$ cat config.mk
export PLATFORM = sky130hd
export DESIGN_NAME = apb_cmd_master_flat
export DESIGN_NICKNAME = d
export VERILOG_FILES = /design/src/rtl/apb_cmd_master_if.sv /design/src/rtl/apb_cmd_master.sv /design/src/flat_wrapper.sv
export SDC_FILE = /design/constraint.sdc
export NUM_CORES = 1
export LEC_CHECK = 0
export BUFFER_PORTS_ARGS = -buffer_cell sky130_fd_sc_hd__buf_2
export CORE_MARGIN = 4
export CORE_UTILIZATION = 40
export CTS_BUF_LIST = sky130_fd_sc_hd__clkbuf_8
export CTS_CLUSTER_SIZE = 24
export DETAILED_ROUTE_END_ITERATION = 10
export GPL_TIMING_DRIVEN = 0
export PLACE_DENSITY = 0.77
export SLEW_MARGIN = 20
export SYNTH_ARGS = -nofsm -noshare
export SYNTH_HDL_FRONTEND = slang
export SYNTH_SLANG_ARGS = --single-unit
$ cat constraint.sdc
create_clock -name PCLK -period 1.9 [get_ports PCLK]
set_input_delay 0.19 -clock PCLK [delete_from_list [all_inputs] [get_ports PCLK]]
set_output_delay 0.19 -clock PCLK [all_outputs]
set_load 0.01 [all_outputs]
$ cat src/rtl/apb_cmd_master_if.sv
// apb_cmd_master_if: command/response handshake plus APB4 requester bus.
// master is the requester's view, slave is the environment (command source and APB slave).
interface apb_cmd_master_if #(
  parameter int ADDR_WIDTH = 8,
  parameter int DATA_WIDTH = 32,
  parameter int STRB_WIDTH = DATA_WIDTH / 8
);
  logic                  cmd_valid;
  logic                  cmd_ready;
  logic                  cmd_write;
  logic [ADDR_WIDTH-1:0] cmd_addr;
  logic [DATA_WIDTH-1:0] cmd_wdata;
  logic [STRB_WIDTH-1:0] cmd_strb;
  logic                  rsp_valid;
  logic                  rsp_ready;
  logic [DATA_WIDTH-1:0] rsp_rdata;
  logic                  rsp_err;
  logic                  rsp_timeout;
  logic                  PSEL;
  logic                  PENABLE;
  logic                  PWRITE;
  logic [ADDR_WIDTH-1:0] PADDR;
  logic [DATA_WIDTH-1:0] PWDATA;
  logic [STRB_WIDTH-1:0] PSTRB;
  logic                  PREADY;
  logic                  PSLVERR;
  logic [DATA_WIDTH-1:0] PRDATA;
  modport master (
    input  cmd_valid, cmd_write, cmd_addr, cmd_wdata, cmd_strb, rsp_ready,
           PREADY, PSLVERR, PRDATA,
    output cmd_ready, rsp_valid, rsp_rdata, rsp_err, rsp_timeout,
           PSEL, PENABLE, PWRITE, PADDR, PWDATA, PSTRB
  );
  modport slave (
    output cmd_valid, cmd_write, cmd_addr, cmd_wdata, cmd_strb, rsp_ready,
           PREADY, PSLVERR, PRDATA,
    input  cmd_ready, rsp_valid, rsp_rdata, rsp_err, rsp_timeout,
           PSEL, PENABLE, PWRITE, PADDR, PWDATA, PSTRB
  );
endinterface

$ cat src/rtl/apb_cmd_master.sv
// apb_cmd_master: runs one valid/ready command at a time as an APB4 transfer
// (SETUP then ACCESS with wait states and timeout) and returns a response.
module apb_cmd_master #(
  parameter int ADDR_WIDTH     = 8,
  parameter int DATA_WIDTH     = 32,
  parameter int STRB_WIDTH     = DATA_WIDTH / 8,
  parameter int TIMEOUT_CYCLES = 16
) (
  input logic PCLK,
  input logic PRESETn,
  apb_cmd_master_if.master bus
);
  typedef enum logic [1:0] {IDLE, SETUP, ACCESS} state_t;
  localparam logic [7:0] TO_LAST = 8'(TIMEOUT_CYCLES - 1);
  state_t state, state_nxt;
  logic [7:0] wait_cnt;
  logic accept, done, expire;
  always_ff @(posedge PCLK or negedge PRESETn) begin
    if (!PRESETn) state <= IDLE;
    else state <= state_nxt;
  end
  always_comb begin
    state_nxt = (state == IDLE)   ? (accept ? SETUP : IDLE) :
                (state == SETUP)  ? ACCESS :
                (state == ACCESS && !done && !expire) ? ACCESS : IDLE;
  end
  // cmd_ready depends only on state and the response port, never on cmd_valid
  always_comb begin
    bus.cmd_ready = (state == IDLE) && (!bus.rsp_valid || bus.rsp_ready);
    accept        = bus.cmd_ready && bus.cmd_valid;
    done          = (state == ACCESS) && bus.PREADY;
    expire        = (state == ACCESS) && !bus.PREADY && (wait_cnt == TO_LAST);
  end
  always_ff @(posedge PCLK or negedge PRESETn) begin
    if (!PRESETn) begin
      bus.PSEL        <= 1'b0;
      bus.PENABLE     <= 1'b0;
      bus.PWRITE      <= 1'b0;
      bus.PADDR       <= '0;
      bus.PWDATA      <= '0;
      bus.PSTRB       <= '0;
      bus.rsp_valid   <= 1'b0;
      bus.rsp_rdata   <= '0;
      bus.rsp_err     <= 1'b0;
      bus.rsp_timeout <= 1'b0;
      wait_cnt        <= '0;
    end else begin
      if (accept) begin
        bus.PSEL    <= 1'b1;
        bus.PENABLE <= 1'b0;
        bus.PWRITE  <= bus.cmd_write;
        bus.PADDR   <= ADDR_WIDTH'(bus.cmd_addr);
        bus.PWDATA  <= bus.cmd_write ? bus.cmd_wdata : DATA_WIDTH'(0);
        bus.PSTRB   <= bus.cmd_write ? bus.cmd_strb : STRB_WIDTH'(0);
      end
      if (state == SETUP) begin
        bus.PENABLE <= 1'b1;
        wait_cnt    <= '0;
      end
      if (state == ACCESS && !bus.PREADY && !expire) wait_cnt <= wait_cnt + 8'd1;
      // completion wins over timeout when PREADY lands on the last allowed cycle
      if (done || expire) begin
        bus.PSEL        <= 1'b0;
        bus.PENABLE     <= 1'b0;
        bus.rsp_valid   <= 1'b1;
        bus.rsp_err     <= done && bus.PSLVERR;
        bus.rsp_timeout <= expire;
        bus.rsp_rdata   <= (done && !bus.PWRITE && !bus.PSLVERR) ? bus.PRDATA : DATA_WIDTH'(0);
      end else if (bus.rsp_ready) begin
        bus.rsp_valid <= 1'b0;
      end
    end
  end
endmodule
$ cat src/flat_wrapper.sv
// flat-port wrapper written by rule: the top's interface ports become plain ports
module apb_cmd_master_flat 
#(
  parameter int ADDR_WIDTH     = 8,
  parameter int DATA_WIDTH     = 32,
  parameter int STRB_WIDTH     = DATA_WIDTH / 8,
  parameter int TIMEOUT_CYCLES = 16
)
  (PCLK, PRESETn, bus_cmd_valid, bus_cmd_write, bus_cmd_addr, bus_cmd_wdata, bus_cmd_strb, bus_rsp_ready, bus_PREADY, bus_PSLVERR, bus_PRDATA, bus_cmd_ready, bus_rsp_valid, bus_rsp_rdata, bus_rsp_err, bus_rsp_timeout, bus_PSEL, bus_PENABLE, bus_PWRITE, bus_PADDR, bus_PWDATA, bus_PSTRB);
  apb_cmd_master_if #(.ADDR_WIDTH(ADDR_WIDTH), .DATA_WIDTH(DATA_WIDTH), .STRB_WIDTH(STRB_WIDTH)) bus_i ();
  input logic PCLK;
  input logic PRESETn;
  input wire logic [$bits(bus_i.cmd_valid)-1:0] bus_cmd_valid;
  input wire logic [$bits(bus_i.cmd_write)-1:0] bus_cmd_write;
  input wire logic [$bits(bus_i.cmd_addr)-1:0] bus_cmd_addr;
  input wire logic [$bits(bus_i.cmd_wdata)-1:0] bus_cmd_wdata;
  input wire logic [$bits(bus_i.cmd_strb)-1:0] bus_cmd_strb;
  input wire logic [$bits(bus_i.rsp_ready)-1:0] bus_rsp_ready;
  input wire logic [$bits(bus_i.PREADY)-1:0] bus_PREADY;
  input wire logic [$bits(bus_i.PSLVERR)-1:0] bus_PSLVERR;
  input wire logic [$bits(bus_i.PRDATA)-1:0] bus_PRDATA;
  output wire logic [$bits(bus_i.cmd_ready)-1:0] bus_cmd_ready;
  output wire logic [$bits(bus_i.rsp_valid)-1:0] bus_rsp_valid;
  output wire logic [$bits(bus_i.rsp_rdata)-1:0] bus_rsp_rdata;
  output wire logic [$bits(bus_i.rsp_err)-1:0] bus_rsp_err;
  output wire logic [$bits(bus_i.rsp_timeout)-1:0] bus_rsp_timeout;
  output wire logic [$bits(bus_i.PSEL)-1:0] bus_PSEL;
  output wire logic [$bits(bus_i.PENABLE)-1:0] bus_PENABLE;
  output wire logic [$bits(bus_i.PWRITE)-1:0] bus_PWRITE;
  output wire logic [$bits(bus_i.PADDR)-1:0] bus_PADDR;
  output wire logic [$bits(bus_i.PWDATA)-1:0] bus_PWDATA;
  output wire logic [$bits(bus_i.PSTRB)-1:0] bus_PSTRB;
  assign bus_i.cmd_valid = bus_cmd_valid;
  assign bus_i.cmd_write = bus_cmd_write;
  assign bus_i.cmd_addr = bus_cmd_addr;
  assign bus_i.cmd_wdata = bus_cmd_wdata;
  assign bus_i.cmd_strb = bus_cmd_strb;
  assign bus_i.rsp_ready = bus_rsp_ready;
  assign bus_i.PREADY = bus_PREADY;
  assign bus_i.PSLVERR = bus_PSLVERR;
  assign bus_i.PRDATA = bus_PRDATA;
  assign bus_cmd_ready = bus_i.cmd_ready;
  assign bus_rsp_valid = bus_i.rsp_valid;
  assign bus_rsp_rdata = bus_i.rsp_rdata;
  assign bus_rsp_err = bus_i.rsp_err;
  assign bus_rsp_timeout = bus_i.rsp_timeout;
  assign bus_PSEL = bus_i.PSEL;
  assign bus_PENABLE = bus_i.PENABLE;
  assign bus_PWRITE = bus_i.PWRITE;
  assign bus_PADDR = bus_i.PADDR;
  assign bus_PWDATA = bus_i.PWDATA;
  assign bus_PSTRB = bus_i.PSTRB;
  apb_cmd_master #(.ADDR_WIDTH(ADDR_WIDTH), .DATA_WIDTH(DATA_WIDTH), .STRB_WIDTH(STRB_WIDTH), .TIMEOUT_CYCLES(TIMEOUT_CYCLES)) u_core (.PCLK(PCLK), .PRESETn(PRESETn), .bus(bus_i));
endmodule
==> flow_metrics.py, run 1 <==
metrics = {
    "logic_synthesis": {
        "ys.flop_type": "dfrtp_1",
        "post-synth-top-count-cell": "nand2_1",
        "ys_top_cells_by_count": "nand2_1, dfrtp_1, nand3_1",
        "synth_area_leaders": "dfrtp_1, nand2_1, a22o_1",
        "synth.yosys.warnings": 0,
        "synth_area_mm2": 0.00359,
        "synth_edf_count": 0,
        "syn_avg_cell_area_um2": 10.8,
        "syn_inst": 333,
        "synthArstFlopShare_pct": 100,
        "synth_nets": 417,
        "synth_top_area_cell": "dfrtp_1",
        "ys_seq_area_share_pct": 64.0,
        "ys_seq_elements": 92,
        "synth_cell_types": 36,
        "yosys.area.top_type_share_pct": 64.0,
    },
    "cells_and_area": {
        "layoutNonFillerInstCount": 623,
        "multiInputGateArea_mm2": 0.00117,
        "regArea_mm2": 0.00230,
        "fillers": 760,
        "final_area_mm2": 0.00482,
        "drive_above_1_share_pct": 38.4,
        "nets": 594,
        "num_antenna_cells": 0,
        "syn_to_final_growth_pct": 34.0,
    },
    "place": {
        "place_area_mm2": 0.00460,
        "post-place-ws_ps": 94.5,
        "gp_congestion": 0.768,
        "post-dp-hpwl_um": 7000,
        "port_buffers": 163,
        "dp_cells": 606,
    },
    "worst_hold_path": {
        "min-delay-start": "bus_cmd_addr[0]",
        "min_delay_path_depth": 3,
        "holdPathEnd": "u_core.bus.PADDR[0]",
        "min_path_type": "in2reg",
    },
    "power": {
        "p_clk_share_pct": 18.0,
        "power.switching_uw": 2850,
        "p_total_uw": 7570,
        "combPwrFrac_pct": 37.9,
        "pwr-share-seq_pct": 44.1,
        "switching_share_pct": 37.6,
        "powerDensity_mw_per_mm2": 1570,
        "ir_drop_uv": 699,
        "p_leak_uw": 0.00274,
        "internal_power_uw": 4730,
    },
    "critical_path": {
        "r2r_setup_slack_ps": 130,
        "crit_path_end_kind": "register",
        "critical-path-max-stage-delay_ps": 580,
        "r2r-end": "u_core.bus.rsp_rdata[23]",
        "path_class": "reg2reg",
        "r2r_start": "u_core.wait_cnt[4]",
        "r2r_cells": 5,
        "path_cells": "or4_4 -> nor2_4 -> o21ai_4 -> buf_6 -> a22o_1",
        "worstPathRequired_ps": 2140,
        "worstPathMaxFanout": 10,
        "worst-path-buf-inv": 1,
        "cp_slowest_cell": "or4_4",
        "crit_family": "simple AND/OR/NAND/NOR gates",
        "arrival_ps": 2010,
        "worst_setup_path_start_kind": "register",
    },
    "clocking": {
        "cts-root-buf": "clkbuf_8",
        "clk_pin_slew_ps": 100,
        "cts_max_path_buffers": 2,
        "numCtsBuffers": 9,
        "cts_num_sinks": 92,
        "htree_levels": 3,
        "insertion_delay_ps": 360,
        "post_cts_buffers": 0,
        "cts_tree": "built",
    },
    "routing": {
        "drc": 0,
        "dr.pass1.iters": 4,
        "ant_nets": 0,
        "vias_per_cell": 5.03,
        "first_iter_violations": 75,
        "wl_per_cell_um": 15.0,
        "dr_total_vias": 3131,
        "wirelength_um": 9310,
    },
    "timing": {
        "rsz0062_at_grt": "false",
        "fin_setup_tns_ps": 0,
        "setup_viol": 0,
        "drv_slew": 0,
        "period_needed_ps": 1770,
        "fmax_mhz": 565,
        "timing.slew.headroom_pct": 67.9,
        "fin_ws_ps": 129,
        "tightest_slew_ps": 482,
        "timing.final.crit_share_pct": 93.2,
        "hold_viol": 0,
        "finClkSkew_ps": 11.3,
    },
    "floorplan": {
        "core-area_mm2": 0.00872,
        "num_io_pins": 166,
        "initial_core_util_pct": 41.2,
        "num_rows": 34,
        "die_w_um": 103,
        "die_area_mm2": 0.0106,
        "die_h_um": 103,
    },
    "global_route": {
        "grt_pass1_vias": 2982,
        "grt_usage_pct": 17.6,
        "antenna_found_initial": 0,
        "grt_max_degree": 59,
        "grt_first_pass_wirelength_um": 14500,
        "grt-ovfl-total": 0,
    },
    "job": {
        "max_cap_viol_count": 0,
    },
    "run_status": {
        "status": "finished clean",
    },
}
-- metal layers --
metal	vias to the layer above	GRT usage (%)	routed length, µm
met1	1491	23.7	3960
met4	0	7.37	146
met2	137	27.3	4260
met3	11	4.53	947
met5	-	0	0
li1	1492	-	-
-- how the worst max path moves through the flow --
stage	from	endpoint	slack, ps	cells past startpoint
6_report	u_core.wait_cnt[4]	u_core.bus.rsp_rdata[23]	130	5
5_1_grt	u_core.wait_cnt[4]	u_core.bus.rsp_rdata[23]	50	5
4_1_cts	u_core.state[0]	u_core.bus.PADDR[5]	70	6
3_5_place_dp	bus_rsp_ready	u_core.bus.PADDR[5]	90	7
3_3_place_gp	PRESETn	u_core.bus.PWDATA[14]	-180	1
2_1_floorplan	u_core.wait_cnt[4]	u_core.bus.rsp_rdata[23]	280	5
-- power groups by stage --
stage	combinational (µW)	clock [µW]	sequential, µW
6_report	2870	1370	3340
5_1_grt	3190	1480	3450
4_1_cts	2930	1410	3340
3_5_place_dp	2930	0	3350
3_3_place_gp	2850	0	3300
2_1_floorplan	1120	0	3740
-- stage by stage --
step / hold slack (ps) / util [%]
after floorplan: -106 / -
after detailed placement: 206 / 52.7
after global routing: 14.9 / 55.2
after global placement: 383 / 52.1
final: 22.0 / 55.2
after CTS: 3.74 / 55.2
-- sequential cells by signal, summed over array words and instances (netlist names) --
register                cells
u_core.bus.rsp_valid        1
u_core.bus.rsp_err          1
u_core.bus.PENABLE          1
u_core.bus.rsp_timeout      1
u_core.state                2
u_core.bus.rsp_rdata       32
u_core.bus.PSTRB            4
u_core.bus.PADDR            8
u_core.bus.PSEL             1
u_core.wait_cnt             8
u_core.bus.PWRITE           1
u_core.bus.PWDATA          32
-- cells by family (layout without fill, tap and decap cells) --
group	Yosys count	in the layout	synth area share (%)
and+or+nand+nor	165	165	20.2
DFF	92	92	64.0
AOI/OAI and AO/OA	48	48	11.2
buffers and inverters	24	206	3.38
xor gates and xnor gates	2	2	0.487
adders and majority gates	1	1	0.348
muxes	1	1	0.313
-- cells in the final DEF, fill, tap and decap left out, drive strengths merged, types with 2 or more instances in the layout --
cell type / synthesis / layout
inv: 2 / 4
nand3: 46 / 46
xnor2: 2 / 2
and2: 2 / 2
a22o: 32 / 32
o31ai: 2 / 2
buf: 11 / 176
nand2: 103 / 103
clkinv: 0 / 2
o21ai: 5 / 5
o211ai: 2 / 2
a21oi: 2 / 2
dfrtp: 92 / 92
nor2: 5 / 5
clkbuf: 11 / 21
nand2b: 2 / 2
-- worst min-delay path, stage by stage --
cell and delay (ps):
buf_2 80, nand2_1 40, nand2_1 50
-- repair_timing --
action                     in CTS  in global routing
hold endpoints to repair       57                  0
setup endpoints to repair       0                 20
hold buffers                    1                  0
resized for setup               0                  2
-- final cells by class --
class / count / area share (%)
Buffer: 22 / 2.39
Clock buffer: 10 / 2.86
Clock inverter: 6 / 1.48
Inverter: 2 / 0.156
Multi-Input combinational cell: 217 / 24.3
Sequential cell: 92 / 47.8
Tap cell: 108 / 2.81
Timing Repair Buffer: 166 / 18.2
Note: power is estimated with default switching activity, not from simulation.
==> run 2, diff against run 1 <==
--- a/config.mk
+++ b/config.mk
@@ -8,4 +8,6 @@
 export BUFFER_PORTS_ARGS = -buffer_cell sky130_fd_sc_hd__buf_2
+export CELL_PAD_IN_SITES_DETAIL_PLACEMENT = 2
+export CELL_PAD_IN_SITES_GLOBAL_PLACEMENT = 2
 export CORE_MARGIN = 4
-export CORE_UTILIZATION = 40
+export CORE_UTILIZATION = 28
 export CTS_BUF_LIST = sky130_fd_sc_hd__clkbuf_8
@@ -14,3 +16,3 @@
 export GPL_TIMING_DRIVEN = 0
-export PLACE_DENSITY = 0.77
+export PLACE_DENSITY = 0.88
 export SLEW_MARGIN = 20
==> constraint.sdc (replaced) <==
create_clock -name PCLK -period 1.9 [get_ports PCLK]
set_input_delay 0.095 -clock PCLK [delete_from_list [all_inputs] [get_ports PCLK]]
set_output_delay 0.095 -clock PCLK [all_outputs]
set_load 0.01 [all_outputs]
==> run 2 against run 1 <==
Effect of this change:
- worst hold slack improved by 16 ps
- combinational power up 16%
- die area rose by 39%
- first-iteration DRC count grew 89%
==> flow_metrics.py, run 2 (synthesis results as in run 1) <==
metrics = {
    "run_status": {
        "status": "finished clean",
    },
    "cells_and_area": {
        "largest_registers": "u_core.bus.PWDATA (32), u_core.bus.rsp_rdata (32)",
        "final_cell_mix": "buf_2, nand2_1, dfrtp_1",
        "syn_to_final_growth_pct": 59.3,
        "final_area_mm2": 0.00573,
        "nets": 670,
        "drive_above_1_share_pct": 34.3,
        "layout_commonest_cell": "buf_2",
        "regArea_mm2": 0.00230,
        "multiInputGateArea_mm2": 0.00118,
        "utilization_pct": 45.4,
        "fillers": 1333,
        "layoutNonFillerInstCount": 765,
    },
    "global_route": {
        "grt_usage_pct": 22.7,
        "grt-ovfl-total": 0,
        "grt_pass1_vias": 4331,
        "grt_max_degree": 49,
        "grt_first_pass_wirelength_um": 25200,
        "antenna_found_initial": 1,
    },
    "timing": {
        "setup_viol": 0,
        "hold_viol": 0,
        "timing.slew.headroom_pct": 65.6,
        "fmax_mhz": 543,
        "tightest_slew_ps": 516,
        "fin_ws_ps": 58.6,
        "timing.final.crit_share_pct": 96.9,
        "rsz0062_at_grt": "false",
        "drv_slew": 0,
        "period_needed_ps": 1840,
        "finClkSkew_ps": 10.2,
    },
    "critical_path": {
        "crit_path_end_kind": "register",
        "worst_setup_path_start_kind": "register",
        "path_cells": "or4_4 -> nor2_4 -> o21ai_4 -> buf_6 -> a22o_1",
        "critical-path-max-stage-delay_ps": 590,
        "worstPathRequired_ps": 2150,
        "worst-path-buf-inv": 1,
        "worstPathMaxFanout": 10,
        "path_class": "reg2reg",
        "cp_slowest_cell": "or4_4",
        "crit_family": "simple AND/OR/NAND/NOR gates",
        "arrival_ps": 2090,
    },
    "floorplan": {
        "die_w_um": 121,
        "initial_core_util_pct": 28.5,
        "num_rows": 41,
        "core-area_mm2": 0.0126,
        "num_io_pins": 166,
        "die_h_um": 121,
        "die_area_mm2": 0.0147,
    },
    "routing": {
        "ant_nets": 0,
        "dr_total_vias": 3670,
        "first_iter_violations": 142,
        "vias_per_cell": 4.80,
        "wl_per_cell_um": 21.4,
        "dr.pass1.iters": 4,
        "wirelength_um": 16400,
        "drc": 0,
    },
    "place": {
        "post-place-ws_ps": -62.2,
        "place_area_mm2": 0.00466,
        "post-dp-hpwl_um": 9650,
        "dp_cells": 669,
        "gp_congestion": 0.768,
        "port_buffers": 163,
    },
    "clocking": {
        "cts-root-buf": "clkbuf_8",
        "cts_max_path_buffers": 2,
        "htree_levels": 3,
        "cts_tree": "built",
        "clk_pin_slew_ps": 90,
        "insertion_delay_ps": 370,
        "cts_num_sinks": 92,
        "post_cts_buffers": 0,
        "numCtsBuffers": 9,
    },
    "worst_hold_path": {
        "min_path_type": "in2reg",
    },
    "power": {
        "ir_drop_uv": 592,
        "powerDensity_mw_per_mm2": 1490,
        "p_leak_uw": 0.00311,
    },
    "job": {
        "max_cap_viol_count": 0,
    },
}
[run 2: cell count changes in the layout (fill, tap and decap cells not counted), sizes merged]
cell and delta:
dlygate4sd3 +77, clkinvlp -1, buf -2, diode +2, bufinv +3, clkbuf +1, clkinv -2
[run 2: layout make-up]
class	instances	area share (%)
timing repair buffer	242	28.5
clock inverter	6	2.23
sequential	92	40.2
clock buffer	10	2.40
multi-input combinational	217	20.6
tap	172	3.76
antenna	2	0.0874
buffer	22	2.18
inverter	2	0.131
[run 2: what timing repair did]
item / in CTS / in global routing
setup endpoints to repair: 31 / 48
gates resized for setup: 1 / 16
hold endpoints to repair: 121 / 0
hold buffers: 78 / 0
[run 2: routing by layer]
metal,vias to the layer above,GRT usage (%),wire length (µm)
met5,-,0,0
met4,0,8.61,469
met3,34,7.74,1130
met2,146,42.6,8880
met1,1849,23.0,5920
li1,1641,-,-
[run 2: worst reg2reg max path: stages (launching register included)]
cell and delay, ps:
dfrtp_1 450, or4_4 590, nor2_4 160, o21ai_4 140, buf_6 170, a22o_1 220
[run 2: final timing paths]
path	startpoint	cells past startpoint	slack, ps	to
hold / removal	bus_PRDATA[6]	2	40	u_core.bus.rsp_rdata[6]
hold reg to reg	u_core.bus.PWDATA[3]	2	470	u_core.bus.PWDATA[3]
max in group asynchronous	PRESETn	3	1070	u_core.bus.PWDATA[28]
min in group asynchronous	PRESETn	2	210	u_core.bus.rsp_rdata[2]
setup reg to reg	u_core.wait_cnt[4]	5	60	u_core.bus.rsp_rdata[30]
setup / recovery	u_core.wait_cnt[4]	5	60	u_core.bus.rsp_rdata[30]
[run 2: per-stage QoR]
step	hold WS, ps	power, µW	setup TNS (ps)
2_1_floorplan	-201	4860	0
3_3_place_gp	287	6220	-15630
3_5_place_dp	58.0	6490	-494
4_1_cts	1.51	8390	0
5_1_grt	3.35	9110	0
6_report	38.0	8550	0
[run 2: where the power goes]
| part | leakage [µW] | switching (µW) | internal (µW) |
|---|---|---|---|
| Combinational | 0.00176 | 1980 | 1360 |
| Sequential | 0.00121 | 623 | 2840 |
| Clock | 0.000139 | 714 | 1030 |
==> run 3, diff against run 2 <==
HOLD_SLACK_MARGIN = 0.15   (was unset)
MAX_ROUTING_LAYER = met4   (was unset)
PLACE_DENSITY = 0.81   (was 0.88)
==> run 3 against run 2 <==
Effect of this change:
- worst setup slack gained 39 ps
- critical endpoint is now u_core.bus.rsp_rdata[9]
- non-clock buffer count up 3
- global-route usage fell by 0.78 points
- via count is 1.3% lower
- sequential share of layout area up 0.079 points
- critical path type unchanged
- design area decreased by 0.20%
- largest cell class unchanged
- power decreased by 2.5%
- first-iteration DRC count did not move
- cell count rose by 0.13%
==> flow_metrics.py, run 3 (synthesis results as in run 1) <==
metrics = {
    "global_route": {
        "grt_max_degree": 60,
        "grt_first_pass_wirelength_um": 24100,
        "grt_pass1_vias": 4373,
        "grt-ovfl-total": 0,
        "antenna_found_initial": 0,
        "grt_usage_pct": 21.9,
    },
    "routing": {
        "first_iter_violations": 142,
        "dr_total_vias": 3621,
        "vias_per_cell": 4.73,
        "wl_per_cell_um": 19.8,
        "dr.pass1.iters": 4,
        "ant_nets": 0,
        "wirelength_um": 15200,
        "drc": 0,
    },
    "timing": {
        "hold_viol": 0,
        "finClkSkew_ps": 19.5,
        "timing.slew.headroom_pct": 63.8,
        "hold_slack_ps": 160,
        "fmax_mhz": 555,
        "period_needed_ps": 1800,
        "fin_setup_tns_ps": 0,
        "tightest_slew_ps": 543,
        "setup_viol": 0,
        "timing.final.crit_share_pct": 94.9,
        "drv_slew": 0,
    },
    "clocking": {
        "numCtsBuffers": 9,
        "htree_levels": 3,
        "clk_pin_slew_ps": 100,
        "insertion_delay_ps": 380,
        "cts_num_sinks": 92,
        "cts_max_path_buffers": 2,
        "cts_tree": "built",
        "cts-root-buf": "clkbuf_8",
    },
    "critical_path": {
        "cp_slowest_cell": "or4_4",
        "arrival_ps": 2070,
        "path_class": "reg2reg",
        "critical-path-max-stage-delay_ps": 590,
        "worst_setup_path_start_kind": "register",
        "crit_path_end_kind": "register",
        "worstPathRequired_ps": 2170,
        "worstPathMaxFanout": 10,
        "path_cells": "or4_4 -> nor2_4 -> o21ai_4 -> buf_6 -> a22o_1",
    },
    "floorplan": {
        "die_w_um": 121,
        "num_rows": 41,
        "die_area_mm2": 0.0147,
        "core-area_mm2": 0.0126,
        "initial_core_util_pct": 28.5,
        "num_io_pins": 166,
        "die_h_um": 121,
    },
    "worst_hold_path": {
        "min_path_type": "in2reg",
    },
    "cells_and_area": {
        "regArea_mm2": 0.00230,
        "syn_to_final_growth_pct": 59.0,
        "final_area_mm2": 0.00572,
        "largest_registers": "u_core.bus.PWDATA (32), u_core.bus.rsp_rdata (32)",
        "multiInputGateArea_mm2": 0.00117,
        "final_cell_mix": "buf_2, nand2_1, dfrtp_1",
        "layout_commonest_cell": "buf_2",
        "fillers": 1374,
        "num_antenna_cells": 0,
        "nets": 673,
        "drive_above_1_share_pct": 33.2,
    },
    "power": {
        "powerDensity_mw_per_mm2": 1460,
        "p_leak_uw": 0.00308,
        "ir_drop_uv": 478,
    },
    "place": {
        "post-dp-hpwl_um": 9060,
        "place_area_mm2": 0.00466,
        "gp_congestion": 0.734,
        "port_buffers": 163,
    },
    "run_status": {
        "status": "finished clean",
    },
    "job": {
        "max_cap_viol_count": 0,
    },
}
run 3: cell types whose count changed in the layout (fill, tap and decap cells not counted), moves of 2 or more:
cell           change
clkbuf_2           -8
diode_2            -2
dlygate4sd3_1      +2
clkbuf_1           +7
run 3: what timing repair did:
item                                   in CTS  in global routing
gates resized for setup                     0                  2
hold buffers                               80                  0
buffers inserted                            0                  1
setup endpoints to repair                   0                 41
endpoints found under the hold margin     172                  0
run 3: critical path: cells and delay by family (launching register included):
| kind | cells | cell delay [ps] |
|---|---|---|
| buffers and inverters | 1 | 170 |
| DFF | 1 | 440 |
| and+or+nand+nor | 2 | 750 |
| AOI/OAI and AO/OA | 2 | 340 |
run 3: per-stage QoR:
step	total power, µW	cells	setup WS (ps)	utilization (%)
after detailed placement	6430	669	71.3	36.9
after global placement	6240	668	-211	36.7
final	8340	766	97.7	45.3
after global routing	8960	766	-9.97	45.3
after CTS	8260	765	8.33	45.2
after floorplan	4860	333	279	-
run 3: final cells by class:
cell class / instances / area share [%]
flip-flops and latches: 92 / 40.3
plain buffers: 22 / 2.01
inverters: 2 / 0.131
multi-input cells: 217 / 20.5
clock inverters: 6 / 1.93
clock buffers: 10 / 2.41
well taps: 172 / 3.76
repair buffers: 245 / 29.0
run 3: where the power goes:
group          switching [µW]  leakage, µW  internal, µW
registers                 575      0.00121          2830
logic                    1910      0.00175          1350
clock network             764     0.000124           911
run 3: per-layer routing:
metal	global-route usage (%)	vias up	wire length, µm
li1	-	1652	-
met1	23.5	1808	5830
met3	5.73	25	1030
met5	-	-	0
met2	39.1	136	7990
met4	7.56	0	318
run 3: final timing paths:
check                                     start                 endpoint  slack, ps  depth (start not counted)
min reg2reg                u_core.bus.PWDATA[5]     u_core.bus.PWDATA[5]        480                          2
max in group asynchronous               PRESETn       u_core.wait_cnt[0]       1080                          3
min                               bus_cmd_write     u_core.bus.PWDATA[1]        160                          3
max                          u_core.wait_cnt[4]  u_core.bus.rsp_rdata[9]        100                          5
min in group asynchronous               PRESETn  u_core.bus.rsp_rdata[2]        190                          2
max reg2reg                  u_core.wait_cnt[4]  u_core.bus.rsp_rdata[9]        100                          5
